[src/rtl/uart_rx_sampler.sv]
// UART 8N1 receiver front end: 2-FF synchroniser, start-bit validation, 3-sample
// majority vote per bit, LSB-first assembly, framing-error flag and break hold-off.
module uart_rx_sampler #(
   parameter int CLKS_PER_BIT = 434
) (
   input  logic       clk,
   input  logic       rst,
   input  logic       rx,
   output logic [7:0] data_out,
   output logic       data_ready,
   output logic       frame_err,
   output logic       busy
);

   localparam int H  = CLKS_PER_BIT / 2;
   localparam int CW = $clog2(CLKS_PER_BIT);

   localparam logic [CW-1:0] CNT_S0   = CW'(H - 1);
   localparam logic [CW-1:0] CNT_S1   = CW'(H);
   localparam logic [CW-1:0] CNT_DEC  = CW'(H + 1);
   localparam logic [CW-1:0] CNT_LAST = CW'(CLKS_PER_BIT - 1);

   if (CLKS_PER_BIT < 8) begin : g_param_check
      $error("CLKS_PER_BIT must be >= 8");
   end

   typedef enum logic [2:0] {IDLE, START, DATA, STOP, BREAK} state_e;

   state_e          state_q, state_d;
   logic [CW-1:0]   cnt_q, cnt_d, cnt_next;
   logic [2:0]      idx_q, idx_d;
   logic [1:0]      samp_q, samp_d;
   logic [7:0]      shift_q, shift_d;
   logic [7:0]      data_q, data_d;
   logic            ready_q, ready_d;
   logic            ferr_q, ferr_d;
   logic            rx_meta_q, rx_s_q, rx_prev_q;
   logic            fall, maj;

   // NOTE: every register here uses <= so all state updates see pre-edge values.
   always_ff @(posedge clk) begin
      if (rst) begin
         rx_meta_q <= 1'b1;
         rx_s_q    <= 1'b1;
         rx_prev_q <= 1'b1;
         state_q   <= IDLE;
         cnt_q     <= '0;
         idx_q     <= '0;
         samp_q    <= '0;
         shift_q   <= '0;
         data_q    <= '0;
         ready_q   <= 1'b0;
         ferr_q    <= 1'b0;
      end else begin
         rx_meta_q <= rx;
         rx_s_q    <= rx_meta_q;
         rx_prev_q <= rx_s_q;
         state_q   <= state_d;
         cnt_q     <= cnt_d;
         idx_q     <= idx_d;
         samp_q    <= samp_d;
         shift_q   <= shift_d;
         data_q    <= data_d;
         ready_q   <= ready_d;
         ferr_q    <= ferr_d;
      end
   end

   assign fall     = ~rx_s_q & rx_prev_q;
   assign cnt_next = (cnt_q == CNT_LAST) ? '0 : cnt_q + CW'(1);
   // The third sample is the live rx_s at the decision count.
   assign maj      = (samp_q[0] & samp_q[1]) | (samp_q[0] & rx_s_q) | (samp_q[1] & rx_s_q);

   // NOTE: every output of this block gets a default first, so no latches are inferred.
   always_comb begin
      state_d = state_q;
      cnt_d   = cnt_next;
      idx_d   = idx_q;
      samp_d  = samp_q;
      shift_d = shift_q;
      data_d  = data_q;
      ready_d = 1'b0;
      ferr_d  = 1'b0;

      if (cnt_q == CNT_S0) samp_d[0] = rx_s_q;
      if (cnt_q == CNT_S1) samp_d[1] = rx_s_q;

      unique case (state_q)
         IDLE: begin
            cnt_d = '0;
            if (fall) state_d = START;
         end
         START: begin
            if (cnt_q == CNT_DEC && maj) begin
               state_d = IDLE;
               cnt_d   = '0;
            end else if (cnt_q == CNT_LAST) begin
               state_d = DATA;
               idx_d   = '0;
            end
         end
         DATA: begin
            if (cnt_q == CNT_DEC) shift_d = {maj, shift_q[7:1]};
            if (cnt_q == CNT_LAST) begin
               if (idx_q == 3'd7) state_d = STOP;
               else               idx_d   = idx_q + 3'd1;
            end
         end
         STOP: begin
            if (cnt_q == CNT_DEC) begin
               cnt_d = '0;
               if (maj) begin
                  data_d  = shift_q;
                  ready_d = 1'b1;
                  state_d = IDLE;
               end else begin
                  ferr_d  = 1'b1;
                  state_d = BREAK;
               end
            end
         end
         BREAK: begin
            cnt_d = '0;
            if (rx_s_q) state_d = IDLE;
         end
         default: begin
            state_d = IDLE;
            cnt_d   = '0;
         end
      endcase
   end

   assign data_out   = data_q;
   assign data_ready = ready_q;
   assign frame_err  = ferr_q;
   assign busy       = (state_q != IDLE);

endmodule
[config.mk]
export PLATFORM = sky130hd
export DESIGN_NAME = uart_rx_sampler
export DESIGN_NICKNAME = d
export VERILOG_FILES = /design/src/rtl/uart_rx_sampler.sv
export SDC_FILE = /design/constraint.sdc
export NUM_CORES = 1
export LEC_CHECK = 0
export BUFFER_PORTS_ARGS = -buffer_cell sky130_fd_sc_hd__clkbuf_2
export CORE_ASPECT_RATIO = 1.75
export CORE_MARGIN = 4
export CORE_UTILIZATION = 60
export DETAILED_ROUTE_END_ITERATION = 10
export PLACE_DENSITY = 0.8
export SYNTH_ARGS = -nofsm -noshare
export SYNTH_HDL_FRONTEND = slang
export SYNTH_SLANG_ARGS = --single-unit
[constraint.sdc]
create_clock -name clk -period 2.6 [get_ports clk]
set_input_delay 0 -clock clk [delete_from_list [all_inputs] [get_ports clk]]
set_output_delay 0 -clock clk [all_outputs]
set_load 0.02 [all_outputs]
# == Yosys cells after proc, flatten, opt, wreduce, memory -nomap -nowiden ==
# Index checks and enable logic that the tools add are counted.
# W data, S select, Z words.
# word_totals
output_inout_bits,11
regBits,38
wordCells,70
# op_classes
reduce_logical,9
addsub,2
bitwise_logic,9
mux,20
n_eq_ne,18
# op_table
operator,n
$mux W3,12
$eq A9 B8 Y1 const B,3
$mux W9,3
$pmux W9 S3,1
$ne A2 B2 Y1 const B,8
$pmux W3 S5,1
$add A9 B1 Y9 const B,1
$eq A9 B9 Y1 const B,1
$eq A3 B2 Y1 const B,2
$eq A3 B3 Y1 const B,2
$pmux W3 S2,1
$reduce_and A6 Y1,1
$reduce_and A5 Y1,1
$and A1 B1 Y1,4
$add A3 B1 Y3 const B,1
$eq A3 B1 Y1 const B,1
$logic_not A3 Y1,1
$ne A3 B3 Y1 const B,1
$not A1 Y1,3
$reduce_and A3 Y1,1
$reduce_bool A3 Y1,1
$reduce_or A3 Y1,1
$mux W1,2
$or A1 B1 Y1,2
other kinds (3),3

# == Logic depth before layout (Yosys ltp) ==
# logic_depth
depth_word,6
ltp_mapped,7
mapped_depth_nobuf,6

# == Worst setup path after synthesis ==
# OpenSTA, ideal clock, no wires.
# synth_timing
path_kind,register to register
start,register cnt_q[1]
end,register cnt_q[1]
required_time_ns,2.527
setup_time_ns,0.073
path_stages_with_launch,8
slack_ns,0.988
path_buffers,1
arrival_ns,1.539
path_cell_list,dfxtp_1 > inv_1 > ha_1 > and4bb_4 > and2_4 > or3_1 > buf_6 > nor3b_2
# synth_via
elab_chain_len,4
word_cells_on_any_way,8
# synth_lines
item,line,text
from (decl),30,"logic [CW-1:0] cnt_q, cnt_d, cnt_next;"
from (signal assigned),59,cnt_q <= cnt_d;
$add A9 B1 Y9 (tied with other cells),70,assign cnt_next = (cnt_q == CNT_LAST) ? '0 : cnt_q + CW'(1);
$mux W9 / $logic_and A1 B1 Y1 (equally long branches),"70, 94",
"$mux W9, on equally long branches","110, 94",
$pmux W9 S3 (*),88,unique case (state_q)
# Mark *: on every way between the ends. The rest lies on a longest branch, timed or not.
# A chain may end at the register's enable or synchronous reset.

# == Worst setup path in the final report ==
# layout_timing
start,register state_q[1]
end,register shift_q[2]
# layout_via
elab_chain_len,2
# layout_lines
item,line,text
from (decl),29,"state_e state_q, state_d;"
from (signal assigned),58,state_q <= state_d;
$eq A3 B2 Y1,88,
$reduce_and A2 Y1 (no line),-,
to (signal assigned),62,shift_q <= shift_d;
to (decl),33,"logic [7:0] shift_q, shift_d;"
# Every way passes these cells.

==> PnR_summary.wiki <==
{| class="wikitable"
! Metric !! Value
|-
| Hold violation count in the final report || 0
|-
| Startpoint type of the worst setup path || flip-flop
|-
| Clock skew || 0.00197 ns
|-
| Number of instances on the worst hold path || 2
|-
| Maximum buffer depth of the clock tree || 2
|-
| Detailed Routing Iterations Pass 1 || 4
|-
| Storage element area || 761 µm²
|-
| Maximum fanout along the worst path || 12
|-
| Hold-critical path endpoint || shift_q[1]
|-
| Number of buffers inserted by port buffering || 13
|-
| Total number of yosys warnings || 0
|-
| Power density normalized to cell area || 669 nW/µm²
|-
| Pins over their slew limit || 0
|-
| Worst min-delay path startpoint || rst
|-
| Depth of the CTS H-tree || 2
|-
| Number of synthesized flops with an enable pin || 0
|-
| Violation count after the first detailed-routing iteration || 42
|-
| Worst endpoint data arrival time || 2.17 ns
|-
| Mapped Avg Cell Area || 9.77 µm²
|-
| Synthesized area || 1810 µm²
|-
| Data required time of the critical path || 2.76 ns
|-
| Register-to-register setup slack || 0.59 ns
|-
| Post-route antenna net violation count || 0
|-
| Crit Path Category || reg2reg
|-
| Headroom to the max-slew limit || 59.1%
|-
| Actual slew at the worst max-slew pin || 0.614 ns
|-
| Outcome || completed
|-
| NetSw || 342 µW
|-
| Area growth from synthesis to layout || 9.14%
|-
| Worst r2r path cells || 4
|-
| Overall overflow remaining after global route || 0
|-
| Post-DP Area || 1850 µm²
|-
| Avg WL per Cell || 15.2 µm
|-
| CTS tree || built
|-
| Net count reported at finish || 205
|-
| Switching part of the total power || 26.0%
|-
| Share of synthesized registers carrying an async set or reset || 0%
|-
| Internal Dissipation || 976 µW
|-
| Std cell rows || 26
|-
| Multi-input logic area || 970 µm²
|-
| Final hold slack || 0.258 ns
|-
| Most instantiated flip-flop cell in the synthesis netlist || sky130_fd_sc_hd__dfxtp_1
|-
| Unrepaired setup endpoints after global routing || false
|-
| Boundary pin count || 14
|-
| Initial antenna violation count || 0
|-
| Number of global-route vias before repair || 1,401
|-
| Overall via count from detail_route || 1,352
|-
| Die area || 3990 µm²
|-
| Launching point of the worst reg2reg path || state_q[1]
|-
| HPWL reported at the end of detailed placement || 2540 µm
|-
| Seq/Total Area, Yosys || 42.1%
|-
| Total power || 1.32 mW
|-
| Overall track demand over capacity in global routing || 20.4%
|-
| Post-Route Utilization || 68.1%
|-
| Final Critical Period || 2.01 ns
|-
| Antenna fix cells || 0
|-
| Syn nets || 194
|-
| Routability congestion estimate || 0.780
|-
| Clock net sink count || 38
|-
| Core region area || 2900 µm²
|-
| Ratio of cells with drive above 1 in the final layout || 21.9%
|-
| Clk root buf || sky130_fd_sc_hd__clkbuf_8
|-
| Clock power frac || 38.3%
|-
| Pin count of the biggest net entering global routing || 31
|-
| Final setup violation count || 0
|-
| Library cells used by synthesis || 43
|-
| Total DRC errors in the routed layout || 0
|-
| Sequential fraction of design power || 48.4%
|-
| Total negative setup slack || 0 ns
|-
| Clk slew on worst S/H paths || 0.07 ns
|-
| Max-Cap Viols || 0
|-
| Fillcell total || 242
|-
| Design area || 1970 µm²
|-
| Clock latency at the later pin of the worst-skew pair || 0.29 ns
|-
| DR vias/cell || 6.04
|-
| Width of the die || 49.5 µm
|-
| Endpoint class of the critical path || flip-flop
|-
| Flip-flop and latch count after synthesis || 38
|-
| Overall die height || 80.6 µm
|-
| WL final || 3410 µm
|-
| Max Clk Rate || 498 MHz
|-
| Reg2Reg Capture Point || shift_q[2]
|-
| Number of buffers added by the clock tree synthesis step || 5
|-
| Gate power share || 13.2%
|-
| Initial standard-cell utilization of the core || 62.4%
|-
| First-pass GRT wire length || 6160 µm
|-
| Share of the clock period used by the worst path || 77.2%
|-
| Cells after Synth || 185
|-
| Maximum vdd ir drop || 0.770 mV
|-
| Path type of the worst min-delay path || in2reg
|-
| LEAKAGE || 0.685 nW
|}
-- cell usage in the layout, fill, tap and decap left out, types with 6 or more instances in the layout --
cell type	n
sky130_fd_sc_hd__dfxtp_1	38
sky130_fd_sc_hd__ha_1	6
sky130_fd_sc_hd__clkbuf_2	13
sky130_fd_sc_hd__nand3_1	13
sky130_fd_sc_hd__clkbuf_8	6
sky130_fd_sc_hd__nand2_1	12
sky130_fd_sc_hd__o21ai_0	8
sky130_fd_sc_hd__nor2_1	15
sky130_fd_sc_hd__a21oi_1	14
sky130_fd_sc_hd__mux2i_1	10
sky130_fd_sc_hd__nor3_2	8
-- worst max-delay path, stage by stage (launching register included) --
cell                      delay [ns]
sky130_fd_sc_hd__dfxtp_1        0.64
sky130_fd_sc_hd__nor3b_2        0.38
sky130_fd_sc_hd__and4_1         0.54
sky130_fd_sc_hd__mux2i_1        0.26
sky130_fd_sc_hd__nor2_1         0.06
-- worst max-delay path by stage --
| stage | startpoint | end | slack [ns] |
|---|---|---|---|
| 6_report | state_q[1] | shift_q[2] | 0.59 |
| 3_5_place_dp | state_q[1] | shift_q[7] | 0.63 |
| 4_1_cts | state_q[1] | shift_q[7] | 0.61 |
| 5_1_grt | cnt_q[0] | data_out[0] | 0.37 |
| 3_3_place_gp | state_q[1] | shift_q[6] | 0.74 |
| 2_1_floorplan | cnt_q[1] | cnt_q[1] | 0.99 |
-- metal layers --
metal	vias up	share of wire (%)	GRT usage [%]
li1	671	-	-
met1	654	37	18.8
met2	18	58	39.8
met3	9	2.5	4.45
met4	0	2.7	11.6
met5	-	0	0
-- registers in the layout, summed over array words and instances (netlist names) --
name and cells:
cnt_q 9, data_out 8, data_ready 1, frame_err 1, idx_q 3, rx_meta_q 1
rx_prev_q 1, rx_s_q 1, samp_q 2, shift_q 8, state_q 3
-- final cells by class --
type                            instances  share of cell area [%]
Clock buffer                            6                    4.19
Clock inverter                          1                    1.52
Inverter                                5                   0.952
Multi-Input combinational cell        132                    49.2
Sequential cell                        38                    38.6
Tap cell                               28                    1.78
Timing Repair Buffer                   14                    3.81
-- synthesized netlist by cell type, types with 2 or more instances --
cell | number | area (µm²)
sky130_fd_sc_hd__mux2i_1 | 10 | 100
sky130_fd_sc_hd__buf_2 | 4 | 20.0
sky130_fd_sc_hd__or2_1 | 2 | 12.5
sky130_fd_sc_hd__xor2_1 | 2 | 17.5
sky130_fd_sc_hd__dfxtp_1 | 38 | 761
sky130_fd_sc_hd__o21a_1 | 2 | 15.0
sky130_fd_sc_hd__nor3b_2 | 3 | 37.5
sky130_fd_sc_hd__buf_4 | 2 | 15.0
sky130_fd_sc_hd__o21ai_0 | 8 | 40.0
sky130_fd_sc_hd__nand4b_1 | 2 | 17.5
sky130_fd_sc_hd__and4_1 | 2 | 17.5
sky130_fd_sc_hd__nand2_1 | 12 | 45.0
sky130_fd_sc_hd__nor2b_1 | 3 | 18.8
sky130_fd_sc_hd__xnor2_1 | 5 | 43.8
sky130_fd_sc_hd__clkbuf_1 | 3 | 11.3
sky130_fd_sc_hd__inv_1 | 5 | 18.8
sky130_fd_sc_hd__nor2_1 | 15 | 56.3
sky130_fd_sc_hd__nor3_2 | 8 | 80.1
sky130_fd_sc_hd__ha_1 | 6 | 75.1
sky130_fd_sc_hd__a21oi_1 | 14 | 70.1
sky130_fd_sc_hd__nand3_1 | 13 | 65.1
sky130_fd_sc_hd__or2_2 | 3 | 18.8
sky130_fd_sc_hd__nor3_1 | 3 | 15.0
-- cells by family (layout without fill, tap and decap cells) --
kind of cell / after synthesis / after routing / synth area share (%)
xor gates and xnor gates: 7 / 7 / 3.39
adders and majority gates: 7 / 7 / 4.78
buffers and inverters: 15 / 26 / 4.22
AOI/OAI and AO/OA: 30 / 30 / 11.9
and+or+nand+nor: 77 / 77 / 26.8
DFF: 38 / 38 / 42.1
muxes: 11 / 11 / 6.79
-- through the flow --
stage	setup slack [ns]	cells
floorplan	0.988	185
global placement	0.736	216
detailed placement	0.630	216
CTS	0.608	224
global route	0.372	224
finish	0.593	224
-- power groups by stage --
| stage | sequential [mW] | clock [mW] | combinational (mW) |
|---|---|---|---|
| floorplan | 0.621 | 0 | 0.176 |
| global placement | 0.648 | 0 | 0.170 |
| detailed placement | 0.651 | 0 | 0.174 |
| CTS | 0.638 | 0.518 | 0.177 |
| global route | 0.641 | 0.538 | 0.196 |
| finish | 0.639 | 0.505 | 0.174 |
-- repair_timing --
| action | CTS | global route |
|---|---|---|
| endpoints found under the hold margin | 1 | 0 |
| resized for setup | 0 | 0 |
| buffers inserted | 0 | 0 |
| hold buffers | 1 | 0 |
Power figures use the tool's default switching activity.
